$ cat src/rtl/sram_arbiter_2x1.sv
// Two-master arbiter sharing one single-port SRAM between instruction (m0) and data (m1) ports.
// Define SRAM_ARB_RR_EN for round-robin conflict resolution; default is fixed priority to m1.
module sram_arbiter_2x1 #(
  parameter int ADDR_W = 32,
  parameter int DATA_W = 32,
  parameter int CNT_W  = 16
) (
  input  logic              clk,
  input  logic              reset,
  input  logic              m0_req,
  input  logic [3:0]        m0_wen,
  input  logic [ADDR_W-1:0] m0_addr,
  input  logic [DATA_W-1:0] m0_wdata,
  output logic              m0_gnt,
  output logic              m0_rvalid,
  output logic [DATA_W-1:0] m0_rdata,
  input  logic              m1_req,
  input  logic [3:0]        m1_wen,
  input  logic [ADDR_W-1:0] m1_addr,
  input  logic [DATA_W-1:0] m1_wdata,
  output logic              m1_gnt,
  output logic              m1_rvalid,
  output logic [DATA_W-1:0] m1_rdata,
  output logic              sram_en,
  output logic [3:0]        sram_wen,
  output logic [ADDR_W-1:0] sram_addr,
  output logic [DATA_W-1:0] sram_wdata,
  input  logic [DATA_W-1:0] sram_rdata,
  output logic [CNT_W-1:0]  conflict_cnt
);

  logic              both_req;
  logic              conf_win1;
  logic              rd_vld;
  logic              rd_id;
  logic              rd_accept;
  logic [DATA_W-1:0] m0_hold;
  logic [DATA_W-1:0] m1_hold;

  assign both_req = m0_req & m1_req;

`ifdef SRAM_ARB_RR_EN
  // Last conflict winner; cleared so the first conflict after reset goes to m1.
  logic rr_last;

  always_ff @(posedge clk or negedge reset) begin
    if (!reset)        rr_last <= 1'b0;
    else if (both_req) rr_last <= ~rr_last;
  end

  assign conf_win1 = ~rr_last;
`else
  assign conf_win1 = 1'b1;
`endif

  assign m0_gnt = reset & m0_req & (~m1_req | ~conf_win1);
  assign m1_gnt = reset & m1_req & (~m0_req |  conf_win1);

  always_comb begin
    sram_en    = 1'b0;
    sram_wen   = 4'b0;
    sram_addr  = '0;
    sram_wdata = '0;
    if (m1_gnt) begin
      sram_en    = 1'b1;
      sram_wen   = m1_wen;
      sram_addr  = m1_addr;
      sram_wdata = m1_wdata;
    end else if (m0_gnt) begin
      sram_en    = 1'b1;
      sram_wen   = m0_wen;
      sram_addr  = m0_addr;
      sram_wdata = m0_wdata;
    end
  end

  assign rd_accept = (m0_gnt & (m0_wen == 4'b0)) | (m1_gnt & (m1_wen == 4'b0));

  always_ff @(posedge clk or negedge reset) begin
    if (!reset) begin
      rd_vld <= 1'b0;
      rd_id  <= 1'b0;
    end else begin
      rd_vld <= rd_accept;
      rd_id  <= m1_gnt;
    end
  end

  assign m0_rvalid = rd_vld & ~rd_id;
  assign m1_rvalid = rd_vld &  rd_id;

  // SRAM data flows straight through on the return cycle; hold regs keep it afterwards.
  always_ff @(posedge clk or negedge reset) begin
    if (!reset) begin
      m0_hold <= '0;
      m1_hold <= '0;
    end else begin
      if (m0_rvalid) m0_hold <= sram_rdata;
      if (m1_rvalid) m1_hold <= sram_rdata;
    end
  end

  assign m0_rdata = m0_rvalid ? sram_rdata : m0_hold;
  assign m1_rdata = m1_rvalid ? sram_rdata : m1_hold;

  always_ff @(posedge clk or negedge reset) begin
    if (!reset)
      conflict_cnt <= '0;
    else if (both_req && (conflict_cnt != {CNT_W{1'b1}}))
      conflict_cnt <= conflict_cnt + {{(CNT_W-1){1'b0}}, 1'b1};
  end

endmodule

$ cat config.mk
export PLATFORM = sky130hd
export DESIGN_NAME = sram_arbiter_2x1
export DESIGN_NICKNAME = d
export VERILOG_FILES = /design/src/rtl/sram_arbiter_2x1.sv
export SDC_FILE = /design/constraint.sdc
export NUM_CORES = 1
export LEC_CHECK = 0
export ABC_AREA = 1
export ABC_CLOCK_PERIOD_IN_PS = 2200
export BUFFER_PORTS_ARGS = -buffer_cell sky130_fd_sc_hd__buf_4
export CAP_MARGIN = 10
export CORE_AREA = 4 4 123 125
export DETAILED_ROUTE_END_ITERATION = 8
export DIE_AREA = 0 0 127 129
export REMOVE_ABC_BUFFERS = 1
export SLEW_MARGIN = 0
export SYNTH_ARGS = -nofsm -noshare
export SYNTH_HDL_FRONTEND = slang
export SYNTH_SLANG_ARGS = --single-unit
$ cat constraint.sdc
create_clock -name clk -period 2.2 [get_ports clk]
set_input_delay 0.22 -clock clk [delete_from_list [all_inputs] [get_ports clk]]
set_output_delay 0.22 -clock clk [all_outputs]
set_load 0.03 [all_outputs]
* Word level (Yosys, flattened, before mapping)
Index checks and enable logic that the tools add are counted.
Word-level totals: output and inout bits 153, input port bits 172, bits in registers 82, word-level logic and storage cells 31
Operators by class: bitwise gates (word level) 11, equal/unequal tests 1, multiplexer cells 10, reductions and logical operators 3, add/sub/neg operators 1
Operators by type and width (count):
- $mux W32 | 6
- $add A16 B1 Y16 const B | 1
- $ne A16 B16 Y1 const B | 1
- $and A1 B1 Y1 | 8
- $logic_not A4 Y1 | 2
- $mux W4 | 2
- $mux W1 | 2
- $not A1 Y1 | 2
- $logic_and A1 B1 Y1 | 1
- $or A1 B1 Y1 | 1

* Longest topological paths before layout
word-level depth 4, mapped depth 9, depth with buffers taken out 9

* Worst setup path after synthesis
No wires, ideal clock.
path kind register -> output, start register rd_id, end output m0_rdata[0], data arrival time 1.971 ns, setup slack 0.009 ns, stages on the path, launching flop included 5, cells stage by stage dfrtp_1 > nor2_1 > inv_2 > clkbuf_1 > o21ai_0
On the way: longest elaborated chain between the ends 3
RTL lines:
- start, declared | RTL line 35 | logic rd_id;
- start signal, assigned | RTL line 85 | rd_id <= m1_gnt;
- $not A1 Y1 | RTL line 89 | assign m0_rvalid = rd_vld & ~rd_id;
- $and A1 B1 Y1 | RTL line 89
- net m0_rvalid | RTL line 15 | output logic m0_rvalid,
- $mux W32
- end, declared | RTL line 16 | output logic [DATA_W-1:0] m0_rdata,
The timed path passes the listed nets, and every way through them passes these cells.

* Final worst setup path
start register rd_id, end output m0_rdata[13]
On the way: longest elaborated chain between the ends 3
RTL lines (RTL line):
- $not A1 Y1 | 89
- $and A1 B1 Y1 | 89
- $mux W32
No other way between the ends.

==> results_dict.tcl <==
set metrics [dict create \
    outcome "finished clean" \
    cts-resized-gates 0 \
    drt_first_pass_iters 4 \
    ff2ff_path_depth 8 \
    post_drt_via_cell_ratio 4.75 \
    pwr_density_cell_nw_per_um2 853 \
    rsz0062_at_grt "no" \
    instances_no_fill 985 \
    drv_cap 0 \
    dp.cells 969 \
    core-area_um2 13900 \
    cts_buffers 9 \
    vdd_ir_drop_max_mv 0.368 \
    synth_async_sr_flop_share_pct 100 \
    gp_congestion 0.919 \
    clockBufferDepth 2 \
    grt_pass1_wl_um 24400 \
    nets 973 \
    antenna_found_initial 0 \
    htreeDepth 3 \
    synth_area_per_cell_um2 8.58 \
    start_kind "flop" \
    relSlewSlack_pct 32.3 \
    hold_buffers 0 \
    track_usage_pct 18.8 \
    min_path_type "primary input to flop" \
    syn2layout_area_growth_pct 71.1 \
    pin_count 325 \
    die_w_um 127 \
    cts_root_buf "clkbuf_16" \
    crit_arrival_ns 1.81 \
    drt_wl_total_um 16500 \
    cts_setup_buffers 0 \
    dp_hpwl_um 13400 \
    post-route-period-util_pct 92.3 \
    synth_edf_count 0 \
    fillCellCount 1306 \
    die_y_um 129 \
    fin_worst_skew_ns 0.00432 \
    syn_inst 487 \
    timing.fmax_mhz 493 \
    finalMaxSlewViolations 0 \
    drc 0 \
    p_total_uw 6090 \
    path_max_fanout 44 \
    ys.flop_type "dfrtp_1" \
    cts_tree "built" \
    synth_seq_cells 82 \
    final.min_clock_period_ns 2.03 \
    overflow 0 \
    drive_above_1_share_pct 46.0 \
    diodes 0 \
    clock_sinks 82 \
    ant_nets 0 \
    hold_depth 2 \
    crit_type "flop to output port" \
    required_ns 1.98 \
    fp-row-count 43 \
    setup-violations-final 0 \
    tightest_slew_ns 1.02 \
    synth.cell_area_um2 4180 \
    dieArea_um2 16400 \
    timing.final.hold_violations 0 \
    clock_latency_ns 0.33 \
    synth-seq-area-share_pct 49.1 \
    wire_per_inst_um 16.7 \
    ys_types 27 \
    leakage_uw 0.00384 \
    yosys_warnings 0 \
    vias 4676 \
    start_util_pct 30.1 \
    grt_max_degree 83 \
    worst_setup_path_end_kind "output port" \
    clkTransAtPathRegs_ns 0.06 \
    io_buffers 324 \
    first_global_vias 4666 \
    drt_iter0_markers 205 \
]
## final timing paths
check,startpoint,endpoint,slack (ns)
setup / recovery,rd_id,m0_rdata[13],0.17
hold / removal,m1_wen[3],rd_vld,0.09
setup reg to reg,conflict_cnt[0],conflict_cnt[11],0.42
hold reg to reg,m1_hold[22],m1_hold[22],0.50
max in group asynchronous,reset,m1_hold[2],1.37
min in group asynchronous,reset,m0_hold[7],0.20
## sequential cells by signal (all words and copies together), names as in the netlist
signal / flops
m0_hold: 32
m1_hold: 32
conflict_cnt: 16
rd_id: 1
rd_vld: 1
## layout by cell type, fill, tap and decap left out, drive strengths merged
| cell | instances |
|---|---|
| buf | 330 |
| nand2 | 133 |
| dfrtp | 82 |
| o21ai | 74 |
| a22o | 65 |
| inv | 57 |
| nor2 | 23 |
| nand3 | 10 |
| clkbuf | 10 |
| nand4 | 7 |
| bufinv | 3 |
| nand3b | 2 |
| xnor2 | 2 |
| xor2 | 2 |
| o22ai | 1 |
| o41ai | 1 |
| nor3 | 1 |
| ha | 1 |
| clkinv | 1 |
## routing by layer
layer / wire length [um] / vias to the layer above / track usage, %
li1: - / 2265 / -
met1: 6950 / 2184 / 24.1
met2: 8050 / 210 / 31.4
met3: 1320 / 17 / 5.81
met4: 174 / 0 / 3.97
met5: 0 / - / 0
## cells by family after synthesis
| group | Yosys count | synth area share (%) |
|---|---|---|
| compound gates | 141 | 23.2 |
| xor+xnor | 4 | 0.839 |
| fa+ha+maj | 1 | 0.300 |
| buf+inv | 83 | 8.15 |
| flops | 82 | 49.1 |
| simple gates | 176 | 18.4 |
## cell type report
cell class	count	area [um^2]	share of cell area (%)
Timing Repair Buffer	330	2530	35.4
Sequential cell	82	2050	28.7
Multi-Input combinational cell	322	1790	25.1
Clock buffer	10	229	3.20
Tap cell	180	225	3.15
Inverter	55	206	2.89
Clock inverter	6	113	1.58
## cells in the mapped netlist, types with 3 or more instances
cell | count | area share (%)
nor2_4 | 3 | 0.81
nand3_1 | 10 | 1.2
nand4_1 | 7 | 1.0
clkbuf_1 | 13 | 1.2
inv_2 | 3 | 0.27
a22o_1 | 65 | 14
nor2_1 | 14 | 1.3
nand2_2 | 6 | 0.90
nand2_1 | 125 | 11
nor2_2 | 6 | 0.90
buf_2 | 11 | 1.3
dfrtp_1 | 82 | 49
inv_1 | 52 | 4.7
o21ai_2 | 4 | 0.84
o21ai_0 | 68 | 8.1
## metrics by stage
| stage | hold WS (ns) | TNS [ns] | cell area, um^2 | worst slack, ns | utilization [%] |
|---|---|---|---|---|---|
| 4_1_cts | 0.0716 | 0 | 7140 | 0.136 | 51.5 |
| 6_report | 0.0898 | 0 | 7140 | 0.170 | 51.5 |
| 3_5_place_dp | 0.430 | 0 | 6800 | 0.406 | 49.0 |
| 5_1_grt | 0.0835 | 0 | 7140 | 0.0354 | 51.5 |
| 3_3_place_gp | 0.419 | 0 | 6800 | 0.468 | 49.0 |
| 2_1_floorplan | -0.0756 | -35.53 | 4040 | -0.738 | - |
## critical path: stages, from the launching register on
cell and delay [ns]:
dfrtp_1 0.39, nor2_1 0.17, inv_2 0.18, buf_12 0.23, o21ai_0 0.27, buf_4 0.23
## power by group
group / total (uW) / internal [uW] / switching, uW
Sequential: 1970 / 1830 / 146
Combinational: 2410 / 921 / 1490
Clock: 1710 / 1120 / 597
Total: 6090 / 3860 / 2230
Power figures use the tool's default switching activity.
